### src/rtl/nibble_serial_adder_ctrl.sv
// nibble_serial_adder_ctrl
// Serial adder that processes one 4-bit nibble per clock, LSB first, with a
// single shared 4-bit adder. A three-state FSM (IDLE/RUN/DONE) sequences the
// operation. sum and c_out only change at completion, so intermediate nibbles
// are never visible.
//
// Optional feature: define NIBBLE_SERIAL_ADDER_SUB_EN to add the 'sub' input.
// With sub=1 the captured B operand is inverted and the initial carry is
// forced to 1, giving a - b modulo 2^W (c_out=1 means no borrow).
//
// Handshake: a start is accepted on a rising edge whenever ready is high
// (state IDLE or DONE); starts while busy (RUN) are ignored. done is a
// one-cycle pulse in the cycle when the new sum/c_out first appear.
module nibble_serial_adder_ctrl #(
  parameter int NIBBLES = 4
) (
  input  logic                   clk,
  input  logic                   rst_n,
  input  logic                   start,
  input  logic [4*NIBBLES-1:0]   a,
  input  logic [4*NIBBLES-1:0]   b,
  input  logic                   c_in,
`ifdef NIBBLE_SERIAL_ADDER_SUB_EN
  input  logic                   sub,
`endif
  output logic                   ready,
  output logic                   busy,
  output logic                   done,
  output logic [4*NIBBLES-1:0]   sum,
  output logic                   c_out
);

  localparam int W     = 4 * NIBBLES;
  localparam int IDX_W = (NIBBLES > 1) ? $clog2(NIBBLES) : 1;
  localparam logic [IDX_W-1:0] LAST_IDX = IDX_W'(NIBBLES - 1);

  typedef enum logic [1:0] {
    IDLE = 2'd0,
    RUN  = 2'd1,
    DONE = 2'd2
  } state_t;

  state_t           state_q;
  state_t           state_d;
  logic [IDX_W-1:0] idx_q;
  logic [W-1:0]     a_q;
  logic [W-1:0]     b_q;
  logic [W-1:0]     acc_q;
  logic             carry_q;
  logic [W-1:0]     sum_q;
  logic             c_out_q;

  logic             accept;
  logic [W-1:0]     b_eff;
  logic             cin_eff;
  logic [4:0]       nib_sum;
  logic [W-1:0]     acc_merged;

  // A start is taken whenever the FSM is not in the middle of a run
  assign accept = start && (state_q != RUN);

  // Operand conditioning at capture: add passes b/c_in, subtract uses ~b and carry 1
`ifdef NIBBLE_SERIAL_ADDER_SUB_EN
  always_comb begin
    b_eff   = b;
    cin_eff = c_in;
    if (sub) begin
      b_eff   = ~b;
      cin_eff = 1'b1;
    end
  end
`else
  always_comb begin
    b_eff   = b;
    cin_eff = c_in;
  end
`endif

  // State register
  always_ff @(posedge clk or negedge rst_n) begin
    if (!rst_n) begin
      state_q <= IDLE;
    end else begin
      state_q <= state_d;
    end
  end

  // Next-state logic: RUN lasts exactly NIBBLES cycles, DONE can restart directly
  always_comb begin
    state_d = state_q;
    case (state_q)
      IDLE:    if (start) state_d = RUN;
      RUN:     if (idx_q == LAST_IDX) state_d = DONE;
      DONE:    state_d = start ? RUN : IDLE;
      default: state_d = IDLE;
    endcase
  end

  // Shared nibble adder and the accumulator with the current nibble merged in
  always_comb begin
    nib_sum    = {1'b0, a_q[idx_q*4 +: 4]} + {1'b0, b_q[idx_q*4 +: 4]} + {4'b0000, carry_q};
    acc_merged = acc_q;
    acc_merged[idx_q*4 +: 4] = nib_sum[3:0];
  end

  // Datapath: capture on accept, one nibble per RUN cycle, publish on the last
  always_ff @(posedge clk or negedge rst_n) begin
    if (!rst_n) begin
      idx_q   <= '0;
      a_q     <= '0;
      b_q     <= '0;
      acc_q   <= '0;
      carry_q <= 1'b0;
      sum_q   <= '0;
      c_out_q <= 1'b0;
    end else if (accept) begin
      a_q     <= a;
      b_q     <= b_eff;
      carry_q <= cin_eff;
      acc_q   <= '0;
      idx_q   <= '0;
    end else if (state_q == RUN) begin
      acc_q   <= acc_merged;
      carry_q <= nib_sum[4];
      idx_q   <= idx_q + 1'b1;
      if (idx_q == LAST_IDX) begin
        sum_q   <= acc_merged;
        c_out_q <= nib_sum[4];
      end
    end
  end

  // Status outputs decode directly from the state register
  assign busy  = (state_q == RUN);
  assign ready = !busy;
  assign done  = (state_q == DONE);
  assign sum   = sum_q;
  assign c_out = c_out_q;

endmodule

### config.mk
export PLATFORM = sky130hd
export DESIGN_NAME = nibble_serial_adder_ctrl
export DESIGN_NICKNAME = d
export VERILOG_FILES = /design/src/rtl/nibble_serial_adder_ctrl.sv
export SDC_FILE = /design/constraint.sdc
export NUM_CORES = 1
export LEC_CHECK = 0
export CAP_MARGIN = 10
export CORE_UTILIZATION = 40
export CTS_CLUSTER_SIZE = 12
export DETAILED_ROUTE_END_ITERATION = 10
export DONT_BUFFER_PORTS = 1
export SKIP_LAST_GASP = 1
export SYNTH_ARGS = -nofsm -noshare
export SYNTH_HDL_FRONTEND = slang
export SYNTH_SLANG_ARGS = --single-unit
### constraint.sdc
create_clock -name clk -period 4.2 [get_ports clk]
set_clock_uncertainty 0.2 [all_clocks]
set_input_delay 0.42 -clock clk [delete_from_list [all_inputs] [get_ports clk]]
set_output_delay 0.42 -clock clk [all_outputs]
set_load 0.005 [all_outputs]
=== Word-level counts from Yosys, hierarchy flattened ===
Cells that the tools add are included.

* Register bits: 70
* Output and inout bits: 20

* Add/subtract/negate cells: 4
* Equality and inequality tests: 6
* Shift-type cells: 4
* Reductions and logical operators: 6
* Multiplexer cells: 11
* Bitwise logic cells: 1

{| class="wikitable"
|+ Operator list
! cell !! number
|-
| 4-bit negator with 34-bit output || 1
|-
| 4-bit by 34-bit variable shift with 16-bit output (first input constant) || 1
|-
| 4-bit by 34-bit indexed part select with 16-bit output || 1
|-
| 16-bit two-way mux || 2
|-
| 16-bit by 5-bit indexed part select with 4-bit output || 2
|-
| 16-bit bitwise mux || 1
|-
| 2-bit two-way mux || 4
|-
| 2-bit one-hot mux with 3 select lines || 1
|-
| 4-bit by 4-bit adder with 5-bit output || 1
|-
| 5-bit by 1-bit adder with 5-bit output || 1
|-
| 2-bit == test (second input constant) || 2
|-
| 2-bit by 1-bit != test with 1-bit output (second input constant) || 2
|-
| 1-bit two-way mux || 3
|-
| 3-bit AND reduction || 1
|-
| 2-bit by 1-bit adder with 2-bit output (second input constant) || 1
|-
| 2-bit by 1-bit == test with 1-bit output (second input constant) || 1
|-
| 2-bit logical NOT || 1
|-
| 2-bit != test (second input constant) || 1
|-
| 2-bit AND reduction || 1
|-
| 2-bit nonzero test || 1
|-
| 1-bit logical AND || 1
|-
| 1-bit logical NOT || 1
|-
| 1-bit inverter || 1
|}

=== Longest topological paths before layout ===
* Depth in word-level cells: 7
* Mapped depth: 7
* Depth with buffers taken out: 6

=== Worst setup path before layout ===
No wires, ideal clock.

* Kind: register to register
* Start point: register idx_q[0]
* End point: register acc_q[10]
* Buffers on the path: 1
* Cell stages (with the launch flop): 8
* Setup slack: 1.156 ns
* Arrival: 2.723 ns
* Data required time: 3.879 ns
* Setup time: 0.121 ns
* Cells stage by stage: dfrtp_1 -> buf_2 -> mux4_2 -> fa_1 -> fa_1 -> xor2_1 -> and2_1 -> a22o_1

* Word-level cells in the longest chain between the ends: 7
* Elaborated cells on any way between the ends: 10
* Classes of those cells: 3 x add/sub; 4 x shift; 3 x mux

{| class="wikitable"
|+ RTL lines
! item !! line !! RTL
|-
| start, declared || 45 || <nowiki>logic [IDX_W-1:0] idx_q;</nowiki>
|-
| start signal, assigned || 125 || <nowiki>idx_q <= idx_q + 1'b1;</nowiki>
|-
| 16-bit by 5-bit indexed part select with 4-bit output || 101 || <nowiki>nib_sum = {1'b0, a_q[idx_q*4 +: 4]} + {1'b0, b_q[idx_q*4 +: 4]} + {4'b0000, carry_q};</nowiki>
|-
| 4-bit by 4-bit adder with 5-bit output || 101 ||
|-
| 5-bit by 1-bit adder with 5-bit output || 101 ||
|-
| 4-bit by 34-bit indexed part select with 16-bit output || 103 || <nowiki>acc_merged[idx_q*4 +: 4] = nib_sum[3:0];</nowiki>
|-
| 16-bit bitwise mux (*) || 103 ||
|-
| 16-bit two-way mux (*) || 122 || <nowiki>end else if (state_q == RUN) begin</nowiki>
|-
| 16-bit two-way mux (*) || 116 || <nowiki>end else if (accept) begin</nowiki>
|-
| end signal, assigned || 123 || <nowiki>acc_q <= acc_merged;</nowiki>
|-
| end, declared || 48 || <nowiki>logic [W-1:0] acc_q;</nowiki>
|}

Every way passes the cells marked *; elsewhere a longest branch is shown, timed or not. The select of a mux whose other input is x is not followed.
A chain may end at the register's enable or synchronous reset.

=== Worst setup path in the final report ===
Ends and elaborated chain as after synthesis.

==> results.sh <==
export IMPL_critPathKind="flop to flop"
export IMPL_cts_max_level=3
export IMPL_path_max_fanout=16
export IMPL_slowest_stage="dfrtp_1"
export IMPL_cts_made_buffers=9
export IMPL_ir_drop_mv=0.559
export IMPL_clkPwrFrac_pct=18.7
export IMPL_hold_viol=0
export IMPL_io_buffer_count=0
export IMPL_synth_seq_cells=70
export IMPL_postLayoutCoreUtil_pct=46.1
export IMPL_max_slew_margin_rel_pct=35.5
export IMPL_seq_area_frac_synth_pct=54.8
export IMPL_viasPerCell=5.65
export IMPL_grt_usage_pct=16.9
export IMPL_hold_path_class="input port to flop"
export IMPL_gp_congestion=0.751
export IMPL_route_detailed_drc=0
export IMPL_cp_required_ns=4.28
export IMPL_p_sw_share_pct=39.8
export IMPL_slowest_delay_ns=0.85
export IMPL_timing_fmax_mhz=291
export IMPL_synth_flop_cell="dfrtp_1"
export IMPL_final_nets=290
export IMPL_period_share_pct=81.7
export IMPL_leakagePower_nw=1.51
export IMPL_yosysWarnings=0
export IMPL_clock_path_buffers=2
export IMPL_endpoint_kind="flop"
export IMPL_synthToLayoutAreaGrowth_pct=11.5
export IMPL_p_per_area_mw_per_mm2=969
export IMPL_worstMarginPinSlew_ns=0.966
export IMPL_cts_sinks=70
export IMPL_std_cell_rows=32
export IMPL_maxCapViolCount=0
export IMPL_start_util_pct=41.4
export IMPL_die_height_um=91.4
export IMPL_dp_hpwl_um=4260
export IMPL_synth_edff_count=0
export IMPL_antenna_found_initial=0
export IMPL_grt_pass1_wl_um=10700
export IMPL_p_comb_share_pct=46.0
export IMPL_dp_cells=329
export IMPL_wirelength_um=6350
export IMPL_syn_nets=286
export IMPL_first_global_vias=2032
export IMPL_rsz0062_at_grt="no"
export IMPL_ios=56
export IMPL_syn_area_mm2=0.00320
export IMPL_power_switching_mw=1.37
export IMPL_seq_power_share_pct=35.3
export IMPL_setup_tns_ns=0
export IMPL_clk_latency_ns=0.35
export IMPL_cts_root_buffer="clkbuf_8"
export IMPL_path_cells="mux4_2, fa_1, fa_1, xor2_1, and2_1, a22o_1"
export IMPL_place_area_mm2=0.00326
export IMPL_core_area_mm2=0.00773
export IMPL_status="finished clean"
export IMPL_drt_iter0_markers=100
export IMPL_routedWlPerCell_um=18.2
export IMPL_antennaDiodeCount=0
export IMPL_cts_reportedPaths_clkPinSlew_ns=0.07
export IMPL_cts_tree="yes"
export IMPL_synthArstFlopShare_pct=100
export IMPL_crit_top_cell="fa_1"
export IMPL_fin_cells=350
export IMPL_synth_cell_type_count=38
export IMPL_grt_overflow=0
export IMPL_cp_start_kind="flop"
export IMPL_finalSetupViolCount=0
export IMPL_finalInstanceArea_mm2=0.00356
export IMPL_internal_power_mw=2.08
export IMPL_fin_crit_ns=3.43
export IMPL_synth_cells=239
export IMPL_arrival_ns=3.52
export IMPL_grt_max_degree=71
export IMPL_postRouteAntennaNets=0
export IMPL_cts_setup_buffers=0
export IMPL_drt_pass1_iterations=4
export IMPL_slew_violations=0
export IMPL_dieArea_mm2=0.00835
export IMPL_dr_total_vias=1978
export IMPL_die_x_um=91.4
export IMPL_drive_gt1_share_pct=27.0
export IMPL_avgSynthCellArea_um2=13.4
==> Yosys cell counts, drive strengths merged, types with 2 or more instances <==
library cell  instances  area share [%]
a21o                  2            0.47
a21oi                10             1.6
a221oi               12             3.3
a22o                  4             1.1
a32o                 12             3.8
a32oi                 4             1.1
and2                  2            0.47
buf                  11             1.9
dfrtp                70              55
fa                    2             1.3
ha                    9             3.5
inv                   9             1.1
mux2                 32              11
mux4                  8             5.6
nand2                 5            0.59
nor2                 29             3.6
nor2b                 2            0.39
nor3                  2            0.63
o21ai                 3            0.47
==> layout by cell type, fill, tap and decap left out, types with 3 or more instances in the layout <==
master         Yosys  layout
nand2_1            5       5
clkinv_2           0       3
a21oi_1           10      10
a32oi_1            4       4
inv_1              6       6
a221oi_1          12      12
nor2_1            28      28
mux2_2            31      31
dfrtp_1           70      70
inv_2              3       3
a32o_1            11      11
a22o_1             4       4
mux4_2             8       8
ha_1               9       9
clkbuf_8           0       9
bufinv_16          0       3
dlygate4sd3_1      0       4
==> final cells by class <==
class	instances	area, µm²
Timing Repair Buffer	5	67.6
Tap cell	102	128
Clock buffer	9	124
Multi-Input combinational cell	148	1350
Sequential cell	70	1750
Fill cell	697	4160
Inverter	9	33.8
Clock inverter	7	113
==> through the flow <==
step / hold slack (ns) / setup WS [ns] / total power [mW]
CTS: 0.00446 / 0.714 / 3.49
global route: 0.000206 / 0.568 / 3.70
finish: 0.0171 / 0.767 / 3.45
global placement: -0.0733 / 0.844 / 2.77
floorplan: -0.0756 / 1.16 / 2.43
detailed placement: -0.0730 / 0.737 / 2.81
==> power groups by stage <==
stage | sequential, mW | clock [mW] | combinational, mW
5_1_grt | 1.27 | 0.685 | 1.74
6_report | 1.22 | 0.646 | 1.59
4_1_cts | 1.23 | 0.663 | 1.59
2_1_floorplan | 1.14 | 0 | 1.29
3_5_place_dp | 1.25 | 0 | 1.57
3_3_place_gp | 1.24 | 0 | 1.53
==> cells by family after synthesis <==
| kind of cell | share of synthesized area, % |
|---|---|
| multiplexers | 16.9 |
| buffers and inverters | 3.05 |
| AO/OA/AOI/OAI | 12.4 |
| adder cells (fa/ha/maj) | 4.78 |
| flip-flops | 54.8 |
| AND/OR/NAND/NOR | 7.75 |
| XOR/XNOR | 0.274 |
==> registers in the layout, indices dropped and copies added (netlist names) <==
signal   flops
a_q         16
idx_q        2
b_q         16
carry_q      1
acc_q       16
c_out        1
state_q      2
sum         16
==> repair_timing <==
item                      4_1_cts  5_1_grt
hold buffers                    4        1
hold endpoints to repair       72        1
resized for setup               0        0
==> worst paths after layout <==
check | cells after the start | slack (ns) | startpoint | to
max reg2reg | 6 | 0.77 | idx_q[0] | acc_q[10]
max | 6 | 0.77 | idx_q[0] | acc_q[10]
min | 1 | 0.02 | b[7] | b_q[7]
min in group asynchronous | 2 | 0.42 | rst_n | acc_q[9]
min reg2reg | 1 | 0.29 | acc_q[9] | acc_q[9]
max in group asynchronous | 2 | 3.11 | rst_n | b_q[0]
==> layer usage <==
layer  global-route usage, %  share of wire, %  up-vias
met5                       0                 0        -
met2                    26.6                48       79
met3                    7.71               8.6        9
met4                    4.10               1.1        0
li1                        -                 -      907
met1                    21.1                42      983
==> worst max-delay path: cells and delay by family (launching register included) <==
family,cells,cell delay (ns)
flip-flops,1,0.85
XOR/XNOR,1,0.41
AO/OA/AOI/OAI,1,0.16
adder cells (fa/ha/maj),2,0.86
AND/OR/NAND/NOR,1,0.27
multiplexers,1,0.62
Power figures use the tool's default switching activity.
